[src/rtl/video_timing_gen.sv]
// ----------------------------------------------------------------------------
// video_timing_gen
//
// Parametrised raster timing generator. A clock divider produces one pixel
// tick every CLK_DIV enabled clk cycles. On each tick every output is loaded
// from the internal raster position and the position then advances, so the
// outputs always describe the pixel that was just issued. All outputs are
// registered, which keeps sync/DE/blank free of decode glitches.
//
// Ports:
//   clk        in   system clock
//   rst_n      in   asynchronous active-low reset
//   en         in   timing advance enable (freezes divider, position, outputs)
//   resync     in   synchronous restart to frame start (overrides en)
//   irq_line   in   line number compared against y for line_match
//   x, y       out  current pixel column / line
//   pix_ce     out  one-clk strobe: x/y/syncs were just updated
//   de         out  display enable (inside active area)
//   hblank     out  x >= H_ACTIVE
//   vblank     out  y >= V_ACTIVE
//   hsync      out  horizontal sync, active level H_POL
//   vsync      out  vertical sync, active level V_POL
//   newline    out  one-clk pulse with pix_ce when x = 0
//   newframe   out  one-clk pulse with pix_ce when x = 0, y = 0
//   line_match out  one-clk pulse with pix_ce when x = 0, y = irq_line
//   frame_cnt  out  completed-frame count (wraps, cleared only by rst_n)
// ----------------------------------------------------------------------------
module video_timing_gen #(
  parameter int H_ACTIVE = 640,
  parameter int H_FP     = 16,
  parameter int H_SYNC   = 96,
  parameter int H_BP     = 48,
  parameter int V_ACTIVE = 480,
  parameter int V_FP     = 10,
  parameter int V_SYNC   = 2,
  parameter int V_BP     = 33,
  parameter int H_POL    = 0,
  parameter int V_POL    = 0,
  parameter int CLK_DIV  = 2,
  parameter int CW       = 10,
  parameter int FRAME_W  = 16
) (
  input  logic               clk,
  input  logic               rst_n,
  input  logic               en,
  input  logic               resync,
  input  logic [CW-1:0]      irq_line,
  output logic [CW-1:0]      x,
  output logic [CW-1:0]      y,
  output logic               pix_ce,
  output logic               de,
  output logic               hblank,
  output logic               vblank,
  output logic               hsync,
  output logic               vsync,
  output logic               newline,
  output logic               newframe,
  output logic               line_match,
  output logic [FRAME_W-1:0] frame_cnt
);

  localparam int H_TOTAL = H_ACTIVE + H_FP + H_SYNC + H_BP;
  localparam int V_TOTAL = V_ACTIVE + V_FP + V_SYNC + V_BP;

  // Divider width; a 1-bit counter that never leaves 0 covers CLK_DIV = 1.
  localparam int DW = (CLK_DIV > 1) ? $clog2(CLK_DIV) : 1;
  localparam logic [DW-1:0] DIV_LAST = DW'(CLK_DIV - 1);

  // Raster landmarks, pre-sized to the counter width. Sync windows are
  // expressed as inclusive first/last so every bound fits in CW bits even
  // when the back porch is zero.
  localparam logic [CW-1:0] H_LAST     = CW'(H_TOTAL - 1);
  localparam logic [CW-1:0] V_LAST     = CW'(V_TOTAL - 1);
  localparam logic [CW-1:0] H_BLK_FST  = CW'(H_ACTIVE);
  localparam logic [CW-1:0] V_BLK_FST  = CW'(V_ACTIVE);
  localparam logic [CW-1:0] HS_FST     = CW'(H_ACTIVE + H_FP);
  localparam logic [CW-1:0] HS_LST     = CW'(H_ACTIVE + H_FP + H_SYNC - 1);
  localparam logic [CW-1:0] VS_FST     = CW'(V_ACTIVE + V_FP);
  localparam logic [CW-1:0] VS_LST     = CW'(V_ACTIVE + V_FP + V_SYNC - 1);
  localparam logic [CW-1:0] POS_ZERO   = {CW{1'b0}};

  localparam logic HSYNC_ON   = (H_POL != 0) ? 1'b1 : 1'b0;
  localparam logic VSYNC_ON   = (V_POL != 0) ? 1'b1 : 1'b0;
  localparam logic HSYNC_IDLE = ~HSYNC_ON;
  localparam logic VSYNC_IDLE = ~VSYNC_ON;

  // Divider and internal raster position (the pixel to be issued next).
  logic [DW-1:0]      div_q,   div_d;
  logic [CW-1:0]      pos_x_q, pos_x_d;
  logic [CW-1:0]      pos_y_q, pos_y_d;
  logic [FRAME_W-1:0] frame_q, frame_d;

  // Registered outputs.
  logic [CW-1:0] x_q,      x_d;
  logic [CW-1:0] y_q,      y_d;
  logic          pix_ce_q, pix_ce_d;
  logic          de_q,     de_d;
  logic          hblank_q, hblank_d;
  logic          vblank_q, vblank_d;
  logic          hsync_q,  hsync_d;
  logic          vsync_q,  vsync_d;
  logic          nline_q,  nline_d;
  logic          nframe_q, nframe_d;
  logic          lmatch_q, lmatch_d;

  // Combinational helpers.
  logic tick_s;
  logic at_eol_s;
  logic at_eof_s;
  logic at_x0_s;
  logic at_y0_s;
  logic hblank_s;
  logic vblank_s;
  logic hsync_act_s;
  logic vsync_act_s;

  // Pixel tick and position landmarks decoded from the internal position.
  always_comb begin
    tick_s      = en && (div_q == DIV_LAST);
    at_eol_s    = (pos_x_q == H_LAST);
    at_eof_s    = (pos_y_q == V_LAST);
    at_x0_s     = (pos_x_q == POS_ZERO);
    at_y0_s     = (pos_y_q == POS_ZERO);
    hblank_s    = (pos_x_q >= H_BLK_FST);
    vblank_s    = (pos_y_q >= V_BLK_FST);
    hsync_act_s = (pos_x_q >= HS_FST) && (pos_x_q <= HS_LST);
    vsync_act_s = (pos_y_q >= VS_FST) && (pos_y_q <= VS_LST);
  end

  // Divider next state: counts only while enabled, restarts on resync.
  always_comb begin
    div_d = div_q;
    if (resync) begin
      div_d = {DW{1'b0}};
    end else if (tick_s) begin
      div_d = {DW{1'b0}};
    end else if (en) begin
      div_d = div_q + DW'(1);
    end else begin
      div_d = div_q;
    end
  end

  // Raster position advance and completed-frame counting.
  always_comb begin
    pos_x_d = pos_x_q;
    pos_y_d = pos_y_q;
    frame_d = frame_q;
    if (resync) begin
      // Frame count deliberately survives a resync.
      pos_x_d = POS_ZERO;
      pos_y_d = POS_ZERO;
      frame_d = frame_q;
    end else if (tick_s) begin
      if (at_eol_s) begin
        pos_x_d = POS_ZERO;
        if (at_eof_s) begin
          pos_y_d = POS_ZERO;
          frame_d = frame_q + FRAME_W'(1);
        end else begin
          pos_y_d = pos_y_q + CW'(1);
          frame_d = frame_q;
        end
      end else begin
        pos_x_d = pos_x_q + CW'(1);
        pos_y_d = pos_y_q;
        frame_d = frame_q;
      end
    end else begin
      pos_x_d = pos_x_q;
      pos_y_d = pos_y_q;
      frame_d = frame_q;
    end
  end

  // Output next state: load from the position on a tick, otherwise hold
  // levels and drop the single-cycle strobes.
  always_comb begin
    x_d      = x_q;
    y_d      = y_q;
    de_d     = de_q;
    hblank_d = hblank_q;
    vblank_d = vblank_q;
    hsync_d  = hsync_q;
    vsync_d  = vsync_q;
    pix_ce_d = 1'b0;
    nline_d  = 1'b0;
    nframe_d = 1'b0;
    lmatch_d = 1'b0;
    if (resync) begin
      x_d      = POS_ZERO;
      y_d      = POS_ZERO;
      de_d     = 1'b0;
      hblank_d = 1'b0;
      vblank_d = 1'b0;
      hsync_d  = HSYNC_IDLE;
      vsync_d  = VSYNC_IDLE;
    end else if (tick_s) begin
      x_d      = pos_x_q;
      y_d      = pos_y_q;
      hblank_d = hblank_s;
      vblank_d = vblank_s;
      de_d     = !hblank_s && !vblank_s;
      hsync_d  = hsync_act_s ? HSYNC_ON : HSYNC_IDLE;
      vsync_d  = vsync_act_s ? VSYNC_ON : VSYNC_IDLE;
      pix_ce_d = 1'b1;
      nline_d  = at_x0_s;
      nframe_d = at_x0_s && at_y0_s;
      // irq_line is sampled here, on the tick, so it may change freely.
      lmatch_d = at_x0_s && (pos_y_q == irq_line);
    end else begin
      x_d      = x_q;
      y_d      = y_q;
      de_d     = de_q;
      hblank_d = hblank_q;
      vblank_d = vblank_q;
      hsync_d  = hsync_q;
      vsync_d  = vsync_q;
    end
  end

  // State and output registers with asynchronous clear.
  always_ff @(posedge clk or negedge rst_n) begin
    if (!rst_n) begin
      div_q    <= {DW{1'b0}};
      pos_x_q  <= POS_ZERO;
      pos_y_q  <= POS_ZERO;
      frame_q  <= {FRAME_W{1'b0}};
      x_q      <= POS_ZERO;
      y_q      <= POS_ZERO;
      pix_ce_q <= 1'b0;
      de_q     <= 1'b0;
      hblank_q <= 1'b0;
      vblank_q <= 1'b0;
      hsync_q  <= HSYNC_IDLE;
      vsync_q  <= VSYNC_IDLE;
      nline_q  <= 1'b0;
      nframe_q <= 1'b0;
      lmatch_q <= 1'b0;
    end else begin
      div_q    <= div_d;
      pos_x_q  <= pos_x_d;
      pos_y_q  <= pos_y_d;
      frame_q  <= frame_d;
      x_q      <= x_d;
      y_q      <= y_d;
      pix_ce_q <= pix_ce_d;
      de_q     <= de_d;
      hblank_q <= hblank_d;
      vblank_q <= vblank_d;
      hsync_q  <= hsync_d;
      vsync_q  <= vsync_d;
      nline_q  <= nline_d;
      nframe_q <= nframe_d;
      lmatch_q <= lmatch_d;
    end
  end

  assign x          = x_q;
  assign y          = y_q;
  assign pix_ce     = pix_ce_q;
  assign de         = de_q;
  assign hblank     = hblank_q;
  assign vblank     = vblank_q;
  assign hsync      = hsync_q;
  assign vsync      = vsync_q;
  assign newline    = nline_q;
  assign newframe   = nframe_q;
  assign line_match = lmatch_q;
  assign frame_cnt  = frame_q;

endmodule

[config.mk]
export PLATFORM = sky130hd
export DESIGN_NAME = video_timing_gen
export DESIGN_NICKNAME = d
export VERILOG_FILES = /design/src/rtl/video_timing_gen.sv
export SDC_FILE = /design/constraint.sdc
export NUM_CORES = 1
export LEC_CHECK = 0
export BUFFER_PORTS_ARGS = -buffer_cell sky130_fd_sc_hd__buf_2
export CAP_MARGIN = 20
export CELL_PAD_IN_SITES_DETAIL_PLACEMENT = 0
export CELL_PAD_IN_SITES_GLOBAL_PLACEMENT = 2
export CORE_MARGIN = 10
export CORE_UTILIZATION = 36
export CTS_BUF_LIST = sky130_fd_sc_hd__clkbuf_8
export CTS_CLUSTER_DIAMETER = 60
export DETAILED_ROUTE_END_ITERATION = 8
export PLACE_DENSITY_LB_ADDON = 0.05
export SYNTH_ARGS = -nofsm -noshare
export SYNTH_HDL_FRONTEND = slang
export SYNTH_SLANG_ARGS = --single-unit
[constraint.sdc]
create_clock -name clk -period 1.95 [get_ports clk]
set_input_delay 0 -clock clk [delete_from_list [all_inputs] [get_ports clk]]
set_output_delay 0 -clock clk [all_outputs]
set_load 0.1 [all_outputs]
# [After elaboration in Yosys (flattened, before gate mapping)]
# Index checks and enable logic that the tools add are counted.
[op_classes] add_sub_neg=4 magnitude_cmp=6 eq_ne=3 muxes=34 bitwise=1 n_reduce_logical=15
[ops] cell="$mux 10" count=11
[ops] cell="$mux 1" count=23
[ops] cell="$add 10x1->10 const B" count=2
[ops] cell="$eq 10x10->1 const B" count=2
[ops] cell="$ge 10x10->1 const B" count=2
[ops] cell="$ge 10x9->1 const B" count=2
[ops] cell="$logic_not 10->1" count=2
[ops] cell="$add 16x1->16 const B" count=1
[ops] cell="$eq 10x10->1" count=1
[ops] cell="$le 10x10->1 const B" count=1
[ops] cell="$le 10x9->1 const B" count=1
[ops] cell="$logic_and 1x1->1" count=6
[ops] cell="$reduce_and 4->1" count=1
[ops] cell="$reduce_bool 2->1" count=2
[ops] cell="$reduce_bool 3->1" count=1
[ops] cell="$logic_not 1->1" count=2
[ops] cell="$reduce_and 2->1" count=1
[ops] cell="$add 1x1->1 const B" count=1
[ops] cell="$not 1->1" count=1
[word_totals] elab_cells=78 regBits=66

# [Logic depth before layout (Yosys ltp)]
[depth] depth_word=5 ltp_mapped=8 mapped_depth_nobuf=6

# [Worst setup path before layout]
# OpenSTA, ideal clock, no wires.
[synth_timing] path_kind="flip-flop to flip-flop" from="register frame_q[7] (netlist: frame_cnt[7])" to="register frame_q[12] (netlist: frame_cnt[12])" slack_ns=-0.049 arrival_time_ns=1.837 path_stages_with_launch=5 path_buffers=0 synth_period_minus_slack_ns=1.999 cell_sequence="dfrtp_1 > and4_1 > nand3_1 > nor4_1 > xor2_1"
[synth_between] elab_chain_cells=1
[synth_lines] element="start: declaration" line="91" rtl="logic [FRAME_W-1:0] frame_q, frame_d;"
[synth_lines] element="start signal: assignment" line="228" rtl="frame_q <= {FRAME_W{1'b0}};"
[synth_lines] element="start signal: assignment" line="244" rtl="frame_q <= frame_d;"
[synth_lines] element="$add 16x1->16" line="159" rtl="frame_d = frame_q + FRAME_W'(1);"
# Every way passes these cells.
# A chain may end at the register's enable or synchronous reset.

# [Worst setup path after layout]
[layout_timing] from="register pos_x_q[7]" to="register nframe_q (netlist: newframe)"
[layout_between] elab_chain_cells=4
[layout_lines] element="start: declaration" line="89" rtl="logic [CW-1:0] pos_x_q, pos_x_d;"
[layout_lines] element="start signal: assignment" line="242" rtl="pos_x_q <= pos_x_d;"
[layout_lines] element="$logic_not 10->1" line="122" rtl="at_x0_s = (pos_x_q == POS_ZERO);"
[layout_lines] element="$logic_and 1x1->1" line="208" rtl="nframe_d = at_x0_s && at_y0_s;"
[layout_lines] element="$mux 1" line="198" rtl="end else if (tick_s) begin"
[layout_lines] element="$mux 1" line="190" rtl="if (resync) begin"
[layout_lines] element="via nframe_d" line="103" rtl="logic nframe_q, nframe_d;"
[layout_lines] element="end signal: assignment" line="254" rtl="nframe_q <= nframe_d;"
[layout_lines] element="end: declaration" line="103"
# The timed path passes the listed nets, and every way through them passes these cells.

==> impl_metrics.yaml <==
clocking:
  root_buffer: "clkbuf_8"
  clk_pin_slew_ns: 0.07
  htree_levels: 3
  postCtsSetupRepairBufs: 0
  clock-sinks: 66
  cts_buffer_depth: 2
  numCtsBuffers: 9
  cts_tree: "done"
  clk_latency_ns: 0.34
setup_path:
  cp_num_buf_inv: 0
  cp-start-kind: "flip-flop"
  cp_slowest_cell: "or4_1"
  endpoint_kind: "flip-flop"
  arrival_ns: 2.04
  path_cells: "or4_1 > nor3_1 > nand4_1 > nor4_1"
  slowest_delay_ns: 0.50
  cp_max_fo: 3
  crit_type: "reg2reg"
  crit_family: "simple AND/OR/NAND/NOR gates"
  required_ns: 2.17
timing:
  fin_ws_ns: 0.1312
  drv_slew: 0
  hold_violations: 0
  post-route-period-util_pct: 93.27
  clock_skew_ns: 0.01025
  period_minus_slack_ns: 1.819
  tightest_slew_ns: 0.5655
  setup_violations: 0
  rsz0062_at_grt: "no"
  slew_headroom_pct: 62.30
  fin_tns_setup_ns: 0
  fmax_mhz: 549.8
floorplan:
  die_area_sq_um: 13650
  core-area_sq_um: 9196
  placementRows: 35
  ios: 59
  fp.dieW_um: 116.8
  initial_core_util_pct: 36.69
  die_h_um: 116.8
yosys:
  synth_cells: 348
  synth_area_sq_um: 3374
  ys_ff_latch: 66
  synth-async-reset-ratio_pct: 100.0
  avgSynthCellArea_sq_um: 9.697
  ys.flop_type: "dfrtp_1"
  ys_warn_count: 0
  synth_edf_count: 0
  ys_types: 46
  yosysSeqAreaShare_pct: 49.02
  syn_nets: 367
cells_and_area:
  areaGrowthSynthToFinish_pct: 23.10
  fin_nets: 447
  nFillCells: 911
  seq_area_sq_um: 1663
  diodes: 0
  multi_input_area_sq_um: 1514
  drive_gt1_share_pct: 27.71
global_routing:
  globalRouteTotalUtil_pct: 13.93
  gr-total-overflow: 0
  grt_pass1_vias: 2905
  grt_max_degree: 35
  grt_pass1_wl_um: 15190
  antenna_found_initial: 0
route:
  num_vias: 2776
  avgRoutedWirePerCell_um: 16.66
  wl_um: 9065
  dr.pass1.iters: 4
  drt_iter0_drc: 140
  viasPerCell: 5.103
  drc: 0
  ant_nets: 0
place:
  gp_congestion: 0.8205
  dpl.hpwl_um: 6543
  port_buffers: 58
  pre_cts_ws_ns: 0.1559
power_and_ir_drop:
  vdd_drop_max_v: 0.0002385
  p_leak_nw: 2.029
  p_per_area_nw_per_um2: 677.7
worst_hold_path:
  min_path_type: "in2reg"
run:
  drv_cap: 0
status:
  status: "completed"
-- layer usage --
layer / track usage (%) / share of wire (%) / up-vias / wire length, um
met5: 0 / 0 / - / 0
met4: 5.354 / 1.2 / 0 / 110
met3: 3.109 / 5.7 / 9 / 520
met2: 20.62 / 42 / 64 / 3838
met1: 19.32 / 51 / 1333 / 4596
li1: - / - / 1370 / -
-- logic make-up (layout without fill, tap and decap cells) --
family / Yosys count / in the layout / synth area share [%]
fa+ha+maj: 5 / 5 / 1.854
compound gates: 48 / 48 / 8.343
buf+inv: 32 / 117 / 6.452
xor+xnor: 33 / 33 / 8.565
flops: 66 / 66 / 49.02
simple gates: 163 / 163 / 25.44
mux: 1 / 1 / 0.3337
-- per-stage QoR --
| stage | power [mW] | hold slack (ns) | area [sq um] | cells | utilization (%) |
|---|---|---|---|---|---|
| 3_5_place_dp | 1.630 | 0.02404 | 3871 | 522 | 42.10 |
| 6_report | 2.815 | 0.08363 | 4154 | 544 | 45.17 |
| 5_1_grt | 2.931 | 0.08120 | 4154 | 544 | 45.17 |
| 2_1_floorplan | 1.534 | -0.2956 | 3383 | 348 | - |
| 3_3_place_gp | 1.629 | 0.02657 | 3871 | 522 | 42.10 |
| 4_1_cts | 2.858 | 0.06849 | 4139 | 544 | 45.01 |
-- worst register-to-register path, cell delays in order (launching register included) --
cell,delay [ns]
dfrtp_1,0.41
or4_1,0.51
nor3_1,0.21
nand4_1,0.24
nor4_1,0.34
-- flip-flops by register name, indices dropped and copies added, names as in the netlist --
signal,cells
pix_ce,1
de,1
vsync,1
newframe,1
pos_x_q,10
line_match,1
y,10
frame_cnt,16
hblank,1
x,10
pos_y_q,10
newline,1
hsync,1
div_q,1
vblank,1
-- Yosys cell counts (2+ instances only) --
cell       number  area share, %
o31ai_1         2           0.44
a31oi_1         6            1.1
clkbuf_1        7           0.78
buf_4           2           0.44
dfstp_2         2            1.6
a21oi_1        27            4.0
xor2_1         13            3.4
dfrtp_1        64             47
inv_1           7           0.78
ha_1            5            1.9
xnor2_1        20            5.2
buf_1           3           0.33
nor4b_4         2            1.4
a41oi_1         2           0.52
nand3_1        21            3.1
and4_1          4            1.0
nor3_1          7            1.0
buf_6           2           0.67
or4_1           2           0.44
nand4_1        13            2.4
and3_1          8            1.5
nor2_1         21            2.3
o211ai_1        3           0.67
clkbuf_8        5            2.0
buf_2           4           0.59
nand2_1        60            6.7
and2_1          3           0.56
or3_1           5           0.93
o21ai_0         4           0.59
o2111ai_1       2           0.52
nor4_1          7            1.3
-- cells in the final DEF (no fill, tap or decap), types with 2 or more instances in the layout --
cell and n:
a21oi_1 27, a31oi_1 6, a41oi_1 2, and2_1 3, and3_1 8, and4_1 4
buf_12 2, buf_2 58, buf_4 27, clkbuf_8 12, dfrtp_1 57, dfrtp_2 7
dfstp_2 2, dlygate4sd3_1 6, ha_1 5, inv_1 9, nand2_1 60, nand3_1 21
nand4_1 13, nor2_1 21, nor3_1 6, nor4_1 6, nor4b_4 2, o2111ai_1 2
o211ai_1 3, o21ai_0 4, o31ai_1 2, or3_1 5, or4_1 2, xnor2_1 20
xor2_1 13
-- path summary, 6_finish.rpt --
check,startpoint,to,slack (ns),cells past startpoint
setup / recovery,pos_x_q[7]$_DFFE_PN0P_,newframe$_DFF_PN0_,0.13,4
max in group asynchronous,rst_n,hsync$_DFFE_PN1P_,1.10,3
hold reg to reg,frame_cnt[4]$_DFFE_PN0P_,frame_cnt[4]$_DFFE_PN0P_,0.47,1
setup reg to reg,pos_x_q[7]$_DFFE_PN0P_,newframe$_DFF_PN0_,0.13,4
hold / removal,resync,pix_ce$_DFF_PN0_,0.08,2
min in group asynchronous,rst_n,x[2]$_DFFE_PN0P_,0.19,2
-- where the power goes --
part	switching, mW	total [mW]	internal [mW]
Combinational	0.161	0.222	0.0614
Sequential	0.00688	1.39	1.38
Clock	0.520	1.21	0.685
Total	0.688	2.82	2.13
-- cell type report --
class                           instances  area share [%]
Clock inverter                          4           1.024
Sequential cell                        66           40.03
Timing Repair Buffer                   94           14.55
Tap cell                              111           3.343
Multi-Input combinational cell        250           36.45
Inverter                                7          0.6325
Clock buffer                           12           3.976
-- timing repair --
action                                  in CTS  in global routing
endpoints found under the hold margin       23                  1
endpoints found under the setup margin       0                  1
hold buffers                                 6                  1
resized for setup                            0                  3
(Power assumes the default switching activity.)
